[src/rtl/encoder_index_ctrl_if.sv]
// rtl/encoder_index_ctrl_if.sv - encoder index supervisor signal bundle
interface encoder_index_ctrl_if;
    logic        Z;
    logic [31:0] counter;
    logic [31:0] pulses_per_rev_bits;
    logic        arm;
    logic        clear_fault;
    logic        homed;
    logic        fault;
    logic        index_pulse;
    logic [31:0] index_ref;
    logic [31:0] last_delta;
    logic [15:0] err_count;
    logic [1:0]  state;

    modport master (
        output Z, counter, pulses_per_rev_bits, arm, clear_fault,
        input  homed, fault, index_pulse, index_ref, last_delta, err_count, state
    );

    modport slave (
        input  Z, counter, pulses_per_rev_bits, arm, clear_fault,
        output homed, fault, index_pulse, index_ref, last_delta, err_count, state
    );
endinterface

[src/rtl/encoder_index_ctrl.sv]
// rtl/encoder_index_ctrl.sv - encoder index homing/lock supervisor
// Optional watchdog in SEEK/VERIFY enabled by macro ENCODER_INDEX_TIMEOUT_EN.
module encoder_index_ctrl #(
    parameter int unsigned TOL            = 4,
    parameter int unsigned MAX_ERR        = 3,
    parameter logic [31:0] TIMEOUT_CYCLES = 32'd100_000_000
) (
    input  logic               clk,
    input  logic               rst_n,
    encoder_index_ctrl_if.slave bus
);
    typedef enum logic [2:0] {S_IDLE, S_SEEK, S_VERIFY, S_LOCKED, S_FAULT} state_t;

    state_t st, st_nx;

    logic        z_s1, z_s2, z_s3;
    logic        z_rise;
    logic [31:0] capture, prev_capture, delta, abs_delta, rev;
    logic signed [32:0] dev;
    logic        good, nonzero;
    logic [7:0]  streak;
    logic [31:0] index_ref_r, last_delta_r;
    logic [15:0] err_r;
    logic        ld_ref, ld_eval, err_inc, streak_inc, streak_clr, clr_stats;
    logic        streak_full, to_set;

    assign z_rise    = z_s2 & ~z_s3;
    assign capture   = bus.counter;
    assign delta     = capture - prev_capture;
    assign nonzero   = (delta != 32'd0);
    assign abs_delta = delta[31] ? (~delta + 32'd1) : delta;
    assign rev       = 32'd1 << bus.pulses_per_rev_bits[4:0];
    // 33-bit signed so a short delta gives a negative deviation, not a wrap
    assign dev       = $signed({1'b0, abs_delta}) - $signed({1'b0, rev});
    assign good      = (dev <= $signed(33'(TOL))) && (dev >= -$signed(33'(TOL)));
    assign streak_full = (32'(streak) + 32'd1) >= 32'(MAX_ERR);

`ifdef ENCODER_INDEX_TIMEOUT_EN
    logic [31:0] wd;
    logic        timeout_flag;
    logic        wd_hit;
    assign wd_hit = (wd >= TIMEOUT_CYCLES - 32'd1);
`endif

    always_comb begin
        st_nx      = st;
        ld_ref     = 1'b0;
        ld_eval    = 1'b0;
        err_inc    = 1'b0;
        streak_inc = 1'b0;
        streak_clr = 1'b0;
        clr_stats  = 1'b0;
        to_set     = 1'b0;
        if (st == S_FAULT && bus.clear_fault) begin
            st_nx = S_IDLE;
        end else if (bus.arm) begin
            st_nx     = S_SEEK;
            clr_stats = 1'b1;
        end else begin
            case (st)
                S_SEEK: begin
                    if (z_rise) begin
                        ld_ref = 1'b1;
                        st_nx  = S_VERIFY;
                    end
                end
                S_VERIFY: begin
                    if (z_rise && nonzero) begin
                        ld_eval = 1'b1;
                        if (good) st_nx = S_LOCKED;
                        else      err_inc = 1'b1;
                    end
                end
                S_LOCKED: begin
                    if (z_rise && nonzero) begin
                        ld_eval = 1'b1;
                        if (good) begin
                            streak_clr = 1'b1;
                        end else begin
                            err_inc    = 1'b1;
                            streak_inc = 1'b1;
                            if (streak_full) st_nx = S_FAULT;
                        end
                    end
                end
                default: ;
            endcase
`ifdef ENCODER_INDEX_TIMEOUT_EN
            if ((st == S_SEEK || st == S_VERIFY) && !z_rise && wd_hit) begin
                st_nx  = S_FAULT;
                to_set = 1'b1;
            end
`endif
        end
    end

    always_ff @(posedge clk or negedge rst_n) begin
        if (!rst_n) st <= S_IDLE;
        else        st <= st_nx;
    end

    always_ff @(posedge clk or negedge rst_n) begin
        if (!rst_n) begin
            z_s1            <= 1'b0;
            z_s2            <= 1'b0;
            z_s3            <= 1'b0;
            prev_capture    <= 32'd0;
            index_ref_r     <= 32'd0;
            last_delta_r    <= 32'd0;
            err_r           <= 16'd0;
            streak          <= 8'd0;
            bus.index_pulse <= 1'b0;
            bus.homed       <= 1'b0;
            bus.fault       <= 1'b0;
            bus.state       <= 2'd0;
        end else begin
            z_s1 <= bus.Z;
            z_s2 <= z_s1;
            z_s3 <= z_s2;
            // An index coincident with arm is dropped entirely, strobe included
            bus.index_pulse <= z_rise & ~bus.arm;
            bus.homed       <= (st_nx == S_LOCKED);
            bus.fault       <= (st_nx == S_FAULT);
            case (st_nx)
                S_IDLE:             bus.state <= 2'd0;
                S_SEEK:             bus.state <= 2'd1;
                S_VERIFY, S_LOCKED: bus.state <= 2'd2;
                default:            bus.state <= 2'd3;
            endcase
            if (ld_ref) begin
                index_ref_r  <= capture;
                prev_capture <= capture;
            end
            if (ld_eval) begin
                last_delta_r <= delta;
                prev_capture <= capture;
            end
            if (clr_stats) begin
                err_r  <= 16'd0;
                streak <= 8'd0;
            end else begin
                if (err_inc && err_r != 16'hFFFF) err_r <= err_r + 16'd1;
                if (streak_clr)                   streak <= 8'd0;
                else if (streak_inc && streak != 8'hFF) streak <= streak + 8'd1;
            end
        end
    end

`ifdef ENCODER_INDEX_TIMEOUT_EN
    always_ff @(posedge clk or negedge rst_n) begin
        if (!rst_n) begin
            wd           <= 32'd0;
            timeout_flag <= 1'b0;
        end else begin
            if (bus.arm || z_rise)                 wd <= 32'd0;
            else if (st == S_SEEK || st == S_VERIFY) wd <= wd + 32'd1;
            else                                   wd <= 32'd0;
            if (clr_stats)   timeout_flag <= 1'b0;
            else if (to_set) timeout_flag <= 1'b1;
        end
    end
    assign bus.last_delta = timeout_flag ? 32'h8000_0000 : last_delta_r;
`else
    assign bus.last_delta = last_delta_r;
`endif

    assign bus.index_ref = index_ref_r;
    assign bus.err_count = err_r;
endmodule

[src/flat_wrapper.sv]
// flat-port wrapper written by rule: the top's interface ports become plain ports
module encoder_index_ctrl_flat 
#(
    parameter int unsigned TOL            = 4,
    parameter int unsigned MAX_ERR        = 3,
    parameter logic [31:0] TIMEOUT_CYCLES = 32'd100_000_000
)
  (clk, rst_n, bus_Z, bus_counter, bus_pulses_per_rev_bits, bus_arm, bus_clear_fault, bus_homed, bus_fault, bus_index_pulse, bus_index_ref, bus_last_delta, bus_err_count, bus_state);
  encoder_index_ctrl_if bus_i ();
  input  logic clk;
  input  logic rst_n;
  input wire logic [$bits(bus_i.Z)-1:0] bus_Z;
  input wire logic [$bits(bus_i.counter)-1:0] bus_counter;
  input wire logic [$bits(bus_i.pulses_per_rev_bits)-1:0] bus_pulses_per_rev_bits;
  input wire logic [$bits(bus_i.arm)-1:0] bus_arm;
  input wire logic [$bits(bus_i.clear_fault)-1:0] bus_clear_fault;
  output wire logic [$bits(bus_i.homed)-1:0] bus_homed;
  output wire logic [$bits(bus_i.fault)-1:0] bus_fault;
  output wire logic [$bits(bus_i.index_pulse)-1:0] bus_index_pulse;
  output wire logic [$bits(bus_i.index_ref)-1:0] bus_index_ref;
  output wire logic [$bits(bus_i.last_delta)-1:0] bus_last_delta;
  output wire logic [$bits(bus_i.err_count)-1:0] bus_err_count;
  output wire logic [$bits(bus_i.state)-1:0] bus_state;
  assign bus_i.Z = bus_Z;
  assign bus_i.counter = bus_counter;
  assign bus_i.pulses_per_rev_bits = bus_pulses_per_rev_bits;
  assign bus_i.arm = bus_arm;
  assign bus_i.clear_fault = bus_clear_fault;
  assign bus_homed = bus_i.homed;
  assign bus_fault = bus_i.fault;
  assign bus_index_pulse = bus_i.index_pulse;
  assign bus_index_ref = bus_i.index_ref;
  assign bus_last_delta = bus_i.last_delta;
  assign bus_err_count = bus_i.err_count;
  assign bus_state = bus_i.state;
  encoder_index_ctrl #(.TOL(TOL), .MAX_ERR(MAX_ERR), .TIMEOUT_CYCLES(TIMEOUT_CYCLES)) u_core (.clk(clk), .rst_n(rst_n), .bus(bus_i));
endmodule
[config.mk]
export PLATFORM = sky130hd
export DESIGN_NAME = encoder_index_ctrl_flat
export DESIGN_NICKNAME = d
export VERILOG_FILES = /design/src/rtl/encoder_index_ctrl_if.sv /design/src/rtl/encoder_index_ctrl.sv /design/src/flat_wrapper.sv
export SDC_FILE = /design/constraint.sdc
export NUM_CORES = 1
export LEC_CHECK = 0
export ABC_AREA = 1
export CAP_MARGIN = 5
export CORE_MARGIN = 2
export CORE_UTILIZATION = 52
export CTS_CLUSTER_DIAMETER = 40
export DETAILED_ROUTE_END_ITERATION = 8
export GPL_ROUTABILITY_DRIVEN = 0
export PLACE_DENSITY = 0.79
export SLEW_MARGIN = 20
export SYNTH_ARGS = -nofsm -noshare
export SYNTH_HDL_FRONTEND = slang
export SYNTH_SLANG_ARGS = --single-unit
[constraint.sdc]
create_clock -name clk -period 5.22 [get_ports clk]
set_input_delay 0.522 -clock clk [delete_from_list [all_inputs] [get_ports clk]]
set_output_delay 0.522 -clock clk [all_outputs]
set_load 0.01 [all_outputs]
==> flow_metrics.tcl <==
set metrics [dict create \
    n_fill_cell 1339 \
    r2r-end "u_core.bus.err_count[10]" \
    slew_headroom 0.127 \
    clk_pin_slew_worst_paths_ps 80 \
    avgSynthCellArea_um2 6.17 \
    fp.dieArea_mm2 0.0244 \
    avgRoutedWirePerCell_um 18.2 \
    yosys.area_share.simple 0.397 \
    cts_buffer_depth 2 \
    cts_buffers 17 \
    cp-start-kind "primary input" \
    skew_ps 17.3 \
    num_io_pins 154 \
    worstSetupPathType "primary input to flop" \
    timing.final.crit_share 1.17 \
    hold_ws_ps 80.8 \
    finalNetCount 2536 \
    multi_input_area_mm2 0.00832 \
    wirelength_um 49000 \
    grt_antenna_before_repair 0 \
    synth.most_common_cell "nand2_1" \
    drive_gt1_frac 0.255 \
    cts_tree "yes" \
    synth_adder_area_share 0.0730 \
    synth_top_area_frac 0.273 \
    muxShareOfSynthArea 0.0281 \
    yosysSeqAreaShare 0.273 \
    syn_area_mm2 0.0120 \
    hpwl_um 28800 \
    dr.pass1.iters 9 \
    cts_max_level 4 \
    ys_seq_elements 131 \
    synth_top_family_by_area "simple AND/OR/NAND/NOR gates" \
    synthArstFlopShare 1.00 \
    cts_root_buf "clkbuf_16" \
    worst_slew_pin_slew_ps 1310 \
    grt_overflow 0 \
    status "finished with violations" \
    vias 15900 \
    dp_slack_ps -1010 \
    design_area_mm2 0.0177 \
    ys_types 39 \
    synthFlopType "dfrtp_1" \
    start_util 0.531 \
    yosys-top-cells-area "dfrtp_1 (27%), nand2_1 (22%), inv_1 (11%)" \
    drc 12 \
    crit_arrival_ps 6430 \
    cap_violations 0 \
    synth_compound_area_frac 0.0565 \
    max_freq_mhz 164 \
    dr.first_iter.drc_count 2239 \
    reg2regPathDepth 40 \
    synthXorXnorAreaFrac 0.0443 \
    reg2reg_from "u_core.prev_capture[4]" \
    violations "design-rule violations, negative setup slack" \
    setup_ws_ps -890 \
    setup_viol 31 \
    cp_max_fo 8 \
    die_w_um 156 \
    endpoint "u_core.bus.err_count[10]" \
    die_h_um 156 \
    vias_per_cell 5.90 \
    area_growth_pct 47.2 \
    place_area_mm2 0.0157 \
    coreArea_mm2 0.0226 \
    rsz0062_at_grt "true" \
    slowest_stage "dlygate4sd2_1" \
    grt_pass1_wl_um 67100 \
    post-place-cells 2624 \
    synth_cells 1951 \
    antenna-diode-count 0 \
    port_buffers 126 \
    grt_max_degree 73 \
    final-seq-area_mm2 0.00328 \
    crit_path_end_kind "flop" \
    critPathMaxStageDelay_ps 470 \
    synth_edf_count 0 \
    synth_common_cells "nand2_1 (706), inv_1 (360), nor2_1 (166)" \
    critPathLaunch "bus_counter[4]" \
    ctsHoldBuffers 0 \
    row_count 55 \
    antenna_left 0 \
    grt_pass1_vias 14600 \
    yosys_warnings 0 \
    track_usage 0.341 \
    clkLatencyLatePin_ps 450 \
    crit_required_ps 5540 \
    syn_nets 2089 \
    hold_class "primary input to asynchronous set/reset pin" \
    maxSlewViolCount 0 \
    r2r_slack_ps -880 \
    yosysTopAreaCell "dfrtp_1" \
    fin_cells 2696 \
    period_needed_ps 6110 \
    finalHoldViolCount 0 \
    cts_sinks 131 \
]
[stage by stage]
stage               setup TNS, ps   util
floorplan                       0      -
global placement           -22580  0.692
detailed placement         -28150  0.692
CTS                          -746  0.747
global route               -27460  0.782
finish                     -24370  0.782
[final cells by class]
cell class	count	area share
Tap cell	285	0.0201
Clock inverter	12	0.00699
Sequential cell	131	0.185
Inverter	362	0.0772
Timing Repair Buffer	457	0.215
Multi-Input combinational cell	1429	0.470
Clock buffer	20	0.0258
[state kept, by name, summed over array words and instances (netlist names)]
signal / flops
u_core.bus.index_pulse: 1
u_core.z_s1: 1
u_core.bus.last_delta: 32
u_core.bus.homed: 1
u_core.prev_capture: 32
u_core.z_s3: 1
u_core.z_s2: 1
u_core.bus.state: 2
u_core.st: 3
u_core.streak: 8
u_core.bus.fault: 1
u_core.bus.err_count: 16
u_core.bus.index_ref: 32
[per-layer routing]
| metal | global-route usage | share of wire |
|---|---|---|
| met2 | 0.610 | 0.46 |
| met3 | 0.0547 | 0.10 |
| met5 | 0 | 0 |
| met1 | 0.382 | 0.35 |
| met4 | 0.206 | 0.086 |
[layout by cell type, fill, tap and decap left out, drive strengths merged, types with 4 or more instances in the layout]
cell           instances
buf                  332
nor2                 167
dfrtp                131
xnor2                 16
o31ai                  7
dlymetal6s2s           6
dlygate4sd2            9
mux2                  30
a21oi                 38
and2                   8
xor2                  44
clkdlybuf4s50        110
clkbuf                20
nand2                718
nand3b                 7
ha                    67
o21ai                 78
clkinvlp               4
nor3                  31
nor4                   5
nand4                 50
inv                  366
nand3                152
[what timing repair did]
| action | 4_1_cts | 5_1_grt |
|---|---|---|
| setup buffers | 17 | 21 |
| cloned | 2 | 1 |
| resized for setup | 111 | 164 |
| pin swaps | 41 | 79 |
| endpoints found under the setup margin | 31 | 31 |
[worst min path at each step]
| stage | startpoint | cells after the start | endpoint |
|---|---|---|---|
| 4_1_cts | rst_n | 1 | u_core.bus.err_count[8] |
| 2_1_floorplan | rst_n | 0 | u_core.bus.err_count[0] |
| 3_3_place_gp | u_core.z_s1 | 0 | u_core.z_s2 |
| 5_1_grt | rst_n | 1 | u_core.bus.err_count[6] |
| 3_5_place_dp | u_core.z_s1 | 0 | u_core.z_s2 |
| 6_report | rst_n | 1 | u_core.bus.err_count[6] |
[logic make-up (layout without fill, tap and decap cells)]
logic type,Yosys count,after routing
flops,131,131
xor+xnor,60,60
fa+ha+maj,69,69
mux,30,30
simple gates,1138,1141
buf+inv,394,851
compound gates,129,129
[worst max-delay path: cells and delay by family]
| family | cells | cell delay, ps |
|---|---|---|
| adders and majority gates | 2 | 590 |
| and+or+nand+nor | 25 | 2830 |
| buffers and inverters | 9 | 1440 |
| xor gates and xnor gates | 2 | 620 |
| AOI/OAI and AO/OA | 2 | 360 |
Power is not shown: default switching activity piles up to over one toggle a cycle in this logic, so the estimate is an artifact.
